==> src/rtl/mem_master_pkg.sv <==
// Shared definitions for the memory master: default widths, FSM encoding
// and memory direction codes.
package mem_master_pkg;

    localparam int DATA_W_DEF = 32;
    localparam int ADDR_W_DEF = 4;
    localparam int LEN_W_DEF  = 4;

    localparam logic MEM_READ  = 1'b0;
    localparam logic MEM_WRITE = 1'b1;

    typedef enum logic [1:0] {
        IDLE     = 2'd0,
        WR_BEAT  = 2'd1,
        RD_ISSUE = 2'd2,
        RD_RESP  = 2'd3
    } state_t;

endpackage

==> src/rtl/mem_master_if.sv <==
// CPU-side request/data handshakes and memory-side port of the memory master.
// Handshake rule for req, wdata and rdata: a beat transfers on the rising
// edge where valid and ready are both high; valid does not wait on ready.
interface mem_master_if #(
    parameter int DATA_W = 32,
    parameter int ADDR_W = 4,
    parameter int LEN_W  = 4
);
    logic              req_valid;
    logic              req_ready;
    logic              req_write;
    logic [ADDR_W-1:0] req_addr;
    logic [LEN_W-1:0]  req_len;
    logic              wdata_valid;
    logic              wdata_ready;
    logic [DATA_W-1:0] wdata;
    logic              rdata_valid;
    logic              rdata_ready;
    logic [DATA_W-1:0] rdata;
    logic              done;
    logic              mem_rw;
    logic [ADDR_W-1:0] mem_addr;
    logic [DATA_W-1:0] mem_wdata;
    logic [DATA_W-1:0] mem_rdata;

    modport master (
        input  req_valid, req_write, req_addr, req_len,
        input  wdata_valid, wdata, rdata_ready, mem_rdata,
        output req_ready, wdata_ready, rdata_valid, rdata, done,
        output mem_rw, mem_addr, mem_wdata
    );

    modport slave (
        output req_valid, req_write, req_addr, req_len,
        output wdata_valid, wdata, rdata_ready, mem_rdata,
        input  req_ready, wdata_ready, rdata_valid, rdata, done,
        input  mem_rw, mem_addr, mem_wdata
    );
endinterface

==> src/rtl/mem_burst_ctr.sv <==
// Burst address/length tracker: loaded at request accept, stepped on each
// non-final beat, flags the last beat when the remaining count reaches zero.
module mem_burst_ctr #(
    parameter int ADDR_W = 4,
    parameter int LEN_W  = 4
) (
    input  logic              clk,
    input  logic              rst,
    input  logic              load,
    input  logic              step,
    input  logic [ADDR_W-1:0] load_addr,
    input  logic [LEN_W-1:0]  load_len,
    output logic [ADDR_W-1:0] addr,
    output logic              last
);
    logic [ADDR_W-1:0] addr_q;
    logic [LEN_W-1:0]  beats_q;

    // Address wraps naturally modulo 2^ADDR_W.
    always_ff @(posedge clk) begin
        if (rst) begin
            addr_q  <= '0;
            beats_q <= '0;
        end else if (load) begin
            addr_q  <= load_addr;
            beats_q <= load_len;
        end else if (step) begin
            addr_q  <= addr_q + 1'b1;
            beats_q <= beats_q - 1'b1;
        end
    end

    assign addr = addr_q;
    assign last = (beats_q == '0);
endmodule

==> src/rtl/mem_master.sv <==
// Memory master: accepts load/store bursts from the MEM stage and owns the
// single-port synchronous memory. Stores write in the beat-accept cycle;
// loads alternate an issue cycle and a response cycle per word.
module mem_master
    import mem_master_pkg::*;
#(
    parameter int DATA_W = DATA_W_DEF,
    parameter int ADDR_W = ADDR_W_DEF,
    parameter int LEN_W  = LEN_W_DEF
) (
    input  logic           clk,
    input  logic           rst,
    mem_master_if.master   bus,
    output state_t         state_dbg
);
    state_t            state, next_state;
    logic              load, step, done_set, done_q;
    logic              last;
    logic [ADDR_W-1:0] addr;
    logic              req_ready_c, wdata_ready_c, rdata_valid_c, mem_rw_c;

    mem_burst_ctr #(.ADDR_W(ADDR_W), .LEN_W(LEN_W)) u_ctr (
        .clk       (clk),
        .rst       (rst),
        .load      (load),
        .step      (step),
        .load_addr (bus.req_addr),
        .load_len  (bus.req_len),
        .addr      (addr),
        .last      (last)
    );

    // State register and the one-cycle done pulse after a burst's last beat.
    always_ff @(posedge clk) begin
        if (rst) begin
            state  <= IDLE;
            done_q <= 1'b0;
        end else begin
            state  <= next_state;
            done_q <= done_set;
        end
    end

    // Next state, handshake readies and memory direction.
    always_comb begin
        next_state    = state;
        load          = 1'b0;
        step          = 1'b0;
        done_set      = 1'b0;
        req_ready_c   = 1'b0;
        wdata_ready_c = 1'b0;
        rdata_valid_c = 1'b0;
        mem_rw_c      = MEM_READ;
        case (state)
            IDLE: begin
                req_ready_c = 1'b1;
                if (bus.req_valid) begin
                    load       = 1'b1;
                    next_state = bus.req_write ? WR_BEAT : RD_ISSUE;
                end
            end
            WR_BEAT: begin
                wdata_ready_c = 1'b1;
                if (bus.wdata_valid) begin
                    mem_rw_c = MEM_WRITE;
                    if (last) begin
                        next_state = IDLE;
                        done_set   = 1'b1;
                    end else begin
                        step = 1'b1;
                    end
                end
            end
            RD_ISSUE: begin
                next_state = RD_RESP;
            end
            RD_RESP: begin
                rdata_valid_c = 1'b1;
                if (bus.rdata_ready) begin
                    if (last) begin
                        next_state = IDLE;
                        done_set   = 1'b1;
                    end else begin
                        step       = 1'b1;
                        next_state = RD_ISSUE;
                    end
                end
            end
            default: next_state = IDLE;
        endcase
        // No memory write may land on a reset edge.
        if (rst) mem_rw_c = MEM_READ;
    end

    // Address stays on addr_q through RD_RESP so the memory output is stable
    // while the consumer stalls.
    assign bus.req_ready   = req_ready_c;
    assign bus.wdata_ready = wdata_ready_c;
    assign bus.rdata_valid = rdata_valid_c;
    assign bus.rdata       = bus.mem_rdata;
    assign bus.done        = done_q;
    assign bus.mem_rw      = mem_rw_c;
    assign bus.mem_addr    = addr;
    assign bus.mem_wdata   = bus.wdata;
    assign state_dbg       = state;
endmodule

==> src/flat_wrapper.sv <==
// flat-port wrapper written by rule: the top's interface ports become plain ports
module mem_master_flat import mem_master_pkg::*;
#(
    parameter int DATA_W = DATA_W_DEF,
    parameter int ADDR_W = ADDR_W_DEF,
    parameter int LEN_W  = LEN_W_DEF
)
  (clk, rst, state_dbg, bus_req_valid, bus_req_write, bus_req_addr, bus_req_len, bus_wdata_valid, bus_wdata, bus_rdata_ready, bus_mem_rdata, bus_req_ready, bus_wdata_ready, bus_rdata_valid, bus_rdata, bus_done, bus_mem_rw, bus_mem_addr, bus_mem_wdata);
  mem_master_if #(.DATA_W(DATA_W), .ADDR_W(ADDR_W), .LEN_W(LEN_W)) bus_i ();
  input  logic clk;
  input  logic rst;
  output state_t state_dbg;
  input wire logic [$bits(bus_i.req_valid)-1:0] bus_req_valid;
  input wire logic [$bits(bus_i.req_write)-1:0] bus_req_write;
  input wire logic [$bits(bus_i.req_addr)-1:0] bus_req_addr;
  input wire logic [$bits(bus_i.req_len)-1:0] bus_req_len;
  input wire logic [$bits(bus_i.wdata_valid)-1:0] bus_wdata_valid;
  input wire logic [$bits(bus_i.wdata)-1:0] bus_wdata;
  input wire logic [$bits(bus_i.rdata_ready)-1:0] bus_rdata_ready;
  input wire logic [$bits(bus_i.mem_rdata)-1:0] bus_mem_rdata;
  output wire logic [$bits(bus_i.req_ready)-1:0] bus_req_ready;
  output wire logic [$bits(bus_i.wdata_ready)-1:0] bus_wdata_ready;
  output wire logic [$bits(bus_i.rdata_valid)-1:0] bus_rdata_valid;
  output wire logic [$bits(bus_i.rdata)-1:0] bus_rdata;
  output wire logic [$bits(bus_i.done)-1:0] bus_done;
  output wire logic [$bits(bus_i.mem_rw)-1:0] bus_mem_rw;
  output wire logic [$bits(bus_i.mem_addr)-1:0] bus_mem_addr;
  output wire logic [$bits(bus_i.mem_wdata)-1:0] bus_mem_wdata;
  assign bus_i.req_valid = bus_req_valid;
  assign bus_i.req_write = bus_req_write;
  assign bus_i.req_addr = bus_req_addr;
  assign bus_i.req_len = bus_req_len;
  assign bus_i.wdata_valid = bus_wdata_valid;
  assign bus_i.wdata = bus_wdata;
  assign bus_i.rdata_ready = bus_rdata_ready;
  assign bus_i.mem_rdata = bus_mem_rdata;
  assign bus_req_ready = bus_i.req_ready;
  assign bus_wdata_ready = bus_i.wdata_ready;
  assign bus_rdata_valid = bus_i.rdata_valid;
  assign bus_rdata = bus_i.rdata;
  assign bus_done = bus_i.done;
  assign bus_mem_rw = bus_i.mem_rw;
  assign bus_mem_addr = bus_i.mem_addr;
  assign bus_mem_wdata = bus_i.mem_wdata;
  mem_master #(.DATA_W(DATA_W), .ADDR_W(ADDR_W), .LEN_W(LEN_W)) u_core (.clk(clk), .rst(rst), .bus(bus_i), .state_dbg(state_dbg));
endmodule
==> config.mk <==
export PLATFORM = sky130hd
export DESIGN_NAME = mem_master_flat
export DESIGN_NICKNAME = d
export VERILOG_FILES = /design/src/rtl/mem_master_pkg.sv /design/src/rtl/mem_master_if.sv /design/src/rtl/mem_burst_ctr.sv /design/src/rtl/mem_master.sv /design/src/flat_wrapper.sv
export SDC_FILE = /design/constraint.sdc
export NUM_CORES = 1
export LEC_CHECK = 0
export CORE_UTILIZATION = 27
export CTS_CLUSTER_DIAMETER = 60
export CTS_CLUSTER_SIZE = 30
export DETAILED_ROUTE_END_ITERATION = 10
export PLACE_DENSITY = 0.85
export SLEW_MARGIN = 20
export SYNTH_ARGS = -nofsm -noshare
export SYNTH_HDL_FRONTEND = slang
export SYNTH_SLANG_ARGS = --single-unit
==> constraint.sdc <==
create_clock -name clk -period 4.2 [get_ports clk]
set_input_delay 1.26 -clock clk [delete_from_list [all_inputs] [get_ports clk]]
set_output_delay 1.26 -clock clk [all_outputs]
set_load 0.1 [all_outputs]
==> results_dict.tcl, run 1 <==
set metrics [dict create \
    drcViolationCount 0 \
    cts_hold_repair.buffers 0 \
    yosys_warnings 0 \
    max_slew_margin 0.344 \
    fin_crit_sh 0.858 \
    antenna_cells_inserted 0 \
    finalNonFillerCells 150 \
    grt_max_degree 17 \
    cap_viol_max_count 0 \
    yosys-top-cells-area "sky130_fd_sc_hd__buf_4 43%, sky130_fd_sc_hd__dfxtp_1 20%, sky130_fd_sc_hd__a211oi_1 3.4%" \
    postSynthCellCount 139 \
    mostFrequentLayoutCell "sky130_fd_sc_hd__clkdlybuf4s50_1" \
    tritoncts.num_buffers 3 \
    ys_types 33 \
    wl_per_cell_um 13.4 \
    critical-path-slowest-cell "sky130_fd_sc_hd__clkdlybuf4s50_1" \
    die_area_um2 4410 \
    cts_root_buffer "sky130_fd_sc_hd__clkbuf_8" \
    initial_antenna_violation_count 0 \
    fillCellCount 433 \
    power_switching_share 0.456 \
    post_drt_via_cell_ratio 4.53 \
    crit_required_ns 2.94 \
    first_pass_iters 4 \
    power.ir.vdd_worst_uv 98.5 \
    multi_input_area_um2 409 \
    critPathBufInv 2 \
    critPathMaxStageDelay_ns 0.50 \
    synth_area_per_cell_um2 8.06 \
    final_core_utilization 0.247 \
    timing_worst_slew_pin_value_ns 0.980 \
    gp_congestion 0.809 \
    crit_path_max_fanout 3 \
    first_global_vias 654 \
    power.density_cell_area_nw_per_um2 480 \
    cts_h_tree_depth 1 \
    floorplan.rows 23 \
    criticalPathCategory "in -> out" \
    crit_end_category "output port" \
    ys_dominant_reg_cell "sky130_fd_sc_hd__dfxtp_1" \
    setup_violations_final 0 \
    async_flop_share 0 \
    internal-power_uw 258 \
    die_x_um 66.4 \
    global_route_wire_length_before_repair_mm 3.06 \
    number_of_nets_in_the_synthesized_netlist 219 \
    cts_tree "yes" \
    chipHeight_um 66.4 \
    drive_gt1_frac 0.150 \
    path_cells "clkdlybuf4s50_1, nor4bb_4, buf_12" \
    max_freq_ghz 0.278 \
    p_switching_uw 217 \
    layout.cells.most_common_list "18 x sky130_fd_sc_hd__clkdlybuf4s50_1, 11 x sky130_fd_sc_hd__dfxtp_1, 9 x sky130_fd_sc_hd__nor2_1, 6 x sky130_fd_sc_hd__nand2_1, 6 x sky130_fd_sc_hd__buf_4" \
    post-cts-setup-buffer-count 0 \
    io_port_bufs 24 \
    ff_latch_area_um2 220 \
    final_nets 181 \
    grt_ovf 0 \
    fin_hold_ws_ns 0.512 \
    run_status "complete, no violations" \
    cp.arrival_ns 2.34 \
    timing.setup.tns_ns 0 \
    area_of_the_core_um2 4000 \
    drt_wl_total_mm 2.01 \
    holdCritPathClass "reg -> reg" \
    p_seq_frac 0.301 \
    synthToLayoutAreaGrowth_pct -11.6 \
    start_util 0.280 \
    ys_seq_area_frac 0.197 \
    final_max_slew_viol_count 0 \
    netlist.area_leader.share 0.429 \
    synth_top_area_cell "sky130_fd_sc_hd__buf_4" \
    finalWorstPathRequiredPeriod_ns 3.60 \
    clkSlewWorstSetupHoldPaths_ns 0.05 \
    drtIter0Drc 28 \
    clock_skew_ns 0.00366 \
    final_hold_viol_count 0 \
    post-place-cells 146 \
    synth-seq-cells 11 \
    max_clock_buf_depth 2 \
    synth_area_um2 1120 \
    grtUsageTotal 0.0949 \
    combPwrFrac 0.476 \
    crit_family "buffers and inverters" \
    numClockSinks 11 \
    clock_insertion_delay_worst_skew_ns 0.24 \
    p_leak_nw 0.370 \
    vias 680 \
    synth-edff-count 0 \
    rsz0062_at_grt "no" \
    p_clk_frac 0.223 \
    antenna_left 0 \
    cts.repair.resized 0 \
    setup.worst_path.start_class "input pin" \
    num_io_pins 153 \
]
## final timing paths
| check | startpoint | end | slack (ns) | cells past startpoint |
|---|---|---|---|---|
| worst max-delay path | bus_wdata_valid | bus_mem_rw | 0.60 | 3 |
| worst max register to register | u_core.u_ctr.beats_q[0] | u_core.u_ctr.addr[3] | 2.47 | 6 |
| worst min-delay path | u_core.u_ctr.addr[3] | u_core.u_ctr.addr[3] | 0.51 | 2 |
| worst min register to register | u_core.u_ctr.addr[3] | u_core.u_ctr.addr[3] | 0.51 | 2 |
## kinds of logic (layout without fill, tap and decap cells)
kind of cell / Yosys count / count (layout) / share of synthesized area
adder cells (fa/ha/maj): 2 / 2 / 0.0223
XOR/XNOR: 3 / 3 / 0.0235
buffers and inverters: 70 / 31 / 0.451
AO/OA/AOI/OAI: 12 / 12 / 0.0737
AND/OR/NAND/NOR: 37 / 37 / 0.191
flip-flops: 11 / 11 / 0.197
multiplexers: 4 / 4 / 0.0413
## state kept, by name, indices dropped and copies added (netlist names)
name                  flops
u_core.u_ctr.addr         4
u_core.bus.done           1
u_core.state_dbg          2
u_core.u_ctr.beats_q      4
## power by group through the flow
stage	combinational, mW	clock (mW)	sequential (mW)
after floorplan	0.403	0	0.201
after global placement	0.223	0	0.144
after detailed placement	0.226	0	0.145
after CTS	0.227	0.110	0.143
after global routing	0.242	0.115	0.147
final	0.226	0.106	0.143
## synth_stat cells, types with 2 or more instances
| cell type | n |
|---|---|
| sky130_fd_sc_hd__a211oi_1 | 5 |
| sky130_fd_sc_hd__a311oi_1 | 2 |
| sky130_fd_sc_hd__buf_2 | 2 |
| sky130_fd_sc_hd__buf_4 | 64 |
| sky130_fd_sc_hd__clkbuf_1 | 2 |
| sky130_fd_sc_hd__dfxtp_1 | 11 |
| sky130_fd_sc_hd__ha_1 | 2 |
| sky130_fd_sc_hd__inv_1 | 2 |
| sky130_fd_sc_hd__mux2i_1 | 2 |
| sky130_fd_sc_hd__nand2_1 | 6 |
| sky130_fd_sc_hd__nand3_1 | 3 |
| sky130_fd_sc_hd__nand4_1 | 2 |
| sky130_fd_sc_hd__nor2_1 | 9 |
| sky130_fd_sc_hd__nor2b_1 | 4 |
| sky130_fd_sc_hd__nor3_1 | 2 |
| sky130_fd_sc_hd__o21ai_0 | 3 |
| sky130_fd_sc_hd__xor2_1 | 2 |
## metrics by stage
step | cell area, µm² | power [mW] | worst slack [ns]
4_1_cts | 990 | 0.480 | 0.588
3_3_place_gp | 945 | 0.367 | 0.635
2_1_floorplan | 1130 | 0.604 | 0.189
6_report | 990 | 0.475 | 0.597
3_5_place_dp | 945 | 0.371 | 0.588
5_1_grt | 990 | 0.504 | 0.560
## per-layer routing
metal  track usage  wire [µm]
met3        0.0345        265
met1        0.0959        685
met5             0          0
met4         0.109        146
met2         0.140        908
## worst reg2reg max path: stages (launching register included)
cell and delay (ns):
sky130_fd_sc_hd__dfxtp_1 0.33, sky130_fd_sc_hd__inv_1 0.07, sky130_fd_sc_hd__ha_1 0.23, sky130_fd_sc_hd__or3b_4 0.28, sky130_fd_sc_hd__nand3_4 0.12, sky130_fd_sc_hd__or3_1 0.38, sky130_fd_sc_hd__a311oi_1 0.24
## layout make-up
type                            count  share of cell area
Clock buffer                        4              0.0455
Inverter                            2             0.00759
Multi-Input combinational cell     58               0.413
Sequential cell                    11               0.223
Tap cell                           50              0.0632
Timing Repair Buffer               25               0.248
Power figures use the tool's default switching activity.
==> inputs of run 2 (changes only) <==
--- a/config.mk
+++ b/config.mk
@@ -5,6 +5,7 @@
 export SDC_FILE = /design/constraint.sdc
 export NUM_CORES = 1
 export LEC_CHECK = 0
+export CAP_MARGIN = 0
 export CORE_UTILIZATION = 27
 export CTS_CLUSTER_DIAMETER = 60
 export CTS_CLUSTER_SIZE = 30
==> results of run 2 <==
The final DEF is identical to that of run 1; final timing and power are the same.
==> inputs of run 3 (changes only) <==
--- a/config.mk
+++ b/config.mk
@@ -5,6 +5,7 @@
 export SDC_FILE = /design/constraint.sdc
 export NUM_CORES = 1
 export LEC_CHECK = 0
+export ABC_CLOCK_PERIOD_IN_PS = 4600
 export CAP_MARGIN = 0
 export CORE_UTILIZATION = 27
 export CTS_CLUSTER_DIAMETER = 60
==> constraint.sdc (replaced) <==
create_clock -name clk -period 4.6 [get_ports clk]
set_input_delay 1.38 -clock clk [delete_from_list [all_inputs] [get_ports clk]]
set_output_delay 1.38 -clock clk [all_outputs]
set_load 0.1 [all_outputs]
==> run 3 against run 2 <==
First-iteration DRC count increased by 71%. Critical path type unchanged. Cell count unchanged. Sequential share of layout area decreased by 0.084 points. Clock power decreased by 9%. Clock-buffer cell count unchanged. Utilization increased by 0.094 points. Wire length increased by 1.3%. Largest power group unchanged. Via count decreased by 1.2%. Flip-flop and latch count unchanged. Combinational power decreased by 8%. Global-route usage increased by 0.11 points. Cell area increased by 0.38%.
==> results_dict.tcl, run 3 (same netlist as run 1, synthesis figures left out) <==
set metrics [dict create \
    max_clock_buf_depth 2 \
    cap_viol_max_count 0 \
    synthToLayoutAreaGrowth_pct -11.3 \
    place.detailed.hpwl_mm 1.55 \
    grt_ovf 0 \
    mostFrequentLayoutCell "sky130_fd_sc_hd__clkdlybuf4s50_1" \
    antenna_left 0 \
    power.ir.vdd_worst_uv 88.1 \
    finalWorstPathRequiredPeriod_ns 3.86 \
    first_global_vias 603 \
    final_nets 181 \
    setup.worst_path.start_class "input pin" \
    grtUsageTotal 0.0960 \
    chipHeight_um 66.4 \
    cp.arrival_ns 2.48 \
    rsz0062_at_grt "no" \
    drt_wl_total_mm 2.03 \
    post-cts-setup-buffer-count 0 \
    r2r_slack_ns 2.85 \
    max_freq_ghz 0.259 \
    clock_insertion_delay_worst_skew_ns 0.24 \
    holdCritPathClass "reg -> reg" \
    fin_hold_ws_ns 0.511 \
    gp_congestion 0.760 \
    final_max_slew_viol_count 0 \
    clock_skew_ns 0.00114 \
    initial_antenna_violation_count 0 \
    criticalPathCategory "in -> out" \
    fin_ws_ns 0.736 \
    power.total_uw 433 \
    vias 672 \
    drive_gt1_frac 0.100 \
    setup_violations_final 0 \
    max_slew_margin 0.350 \
    crit_required_ns 3.22 \
    start_util 0.280 \
    timing.setup.tns_ns 0 \
    num_io_pins 153 \
    antenna_cells_inserted 0 \
    drcViolationCount 0 \
    hold_depth 2 \
    fillCellCount 433 \
    crit_end_category "output port" \
    die_area_um2 4410 \
    tritoncts.num_buffers 3 \
    first_pass_iters 4 \
    numClockSinks 11 \
    cts_h_tree_depth 1 \
    io_port_bufs 24 \
    drtIter0Drc 48 \
    pre_cts_slack_ns 0.726 \
    run_status "complete, no violations" \
    final_hold_viol_count 0 \
    wl_per_cell_um 13.6 \
    floorplan.rows 23 \
    crit_path_max_fanout 3 \
    cts_tree "yes" \
    post_drt_via_cell_ratio 4.48 \
    rr_worst_depth 6 \
    clkSlewWorstSetupHoldPaths_ns 0.05 \
    power.density_cell_area_nw_per_um2 436 \
    layout.cells.most_common_list "23 x sky130_fd_sc_hd__clkdlybuf4s50_1, 11 x sky130_fd_sc_hd__dfxtp_1, 9 x sky130_fd_sc_hd__nor2_1, 6 x sky130_fd_sc_hd__nand2_1, 5 x sky130_fd_sc_hd__a211oi_1" \
    p_leak_nw 0.359 \
    area_of_the_core_um2 4000 \
    cts_root_buffer "sky130_fd_sc_hd__clkbuf_8" \
    cts_hold_repair.buffers 0 \
    cts.repair.resized 0 \
    timing_worst_slew_pin_value_ns 0.972 \
    fin_crit_sh 0.840 \
    die_x_um 66.4 \
    grt_max_degree 17 \
    global_route_wire_length_before_repair_mm 3.17 \
]
-- run 3: cell count changes in the layout (fill, tap and decap cells not counted) --
cell / delta
sky130_fd_sc_hd__buf_4: -5
sky130_fd_sc_hd__clkdlybuf4s50_1: +5
sky130_fd_sc_hd__nor4bb_2: +1
sky130_fd_sc_hd__nor4bb_4: -1
-- run 3: power breakdown --
part           total (mW)  switching [mW]  internal (mW)  leakage, nW
Clock              0.0965          0.0357         0.0608       0.0228
Sequential          0.130          0.0205          0.109       0.0908
Combinational       0.207           0.140         0.0669        0.245
-- run 3: metal layers --
metal,track usage,wire length [µm],share of wire
met1,0.105,749,0.37
met3,0.0552,254,0.12
met5,0,0,0
met4,0.0798,106,0.052
met2,0.131,923,0.45
-- run 3: worst paths after layout --
path                     endpoint                     from
max                    bus_mem_rw          bus_wdata_valid
min          u_core.u_ctr.addr[3]     u_core.u_ctr.addr[3]
max reg2reg  u_core.u_ctr.addr[3]  u_core.u_ctr.beats_q[0]
min reg2reg  u_core.u_ctr.addr[3]     u_core.u_ctr.addr[3]
-- run 3: worst max-delay path: stages --
cell                              delay [ns]
sky130_fd_sc_hd__clkdlybuf4s50_1        0.48
sky130_fd_sc_hd__nor4bb_2               0.40
sky130_fd_sc_hd__buf_12                 0.23
-- run 3: area by class of cell --
class,instances,area [µm²],share of cell area
clock buffer,4,45.0,0.0453
inverter,2,7.51,0.00756
multi-input combinational,58,400,0.403
sequential,11,220,0.222
tap,50,62.6,0.0630
timing repair buffer,25,258,0.259
-- run 3: through the flow --
step / cell area (µm²) / utilization / instances
2_1_floorplan: 1130 / - / 139
3_3_place_gp: 948 / 0.237 / 146
3_5_place_dp: 948 / 0.237 / 146
4_1_cts: 993 / 0.248 / 150
5_1_grt: 993 / 0.248 / 150
6_report: 993 / 0.248 / 150
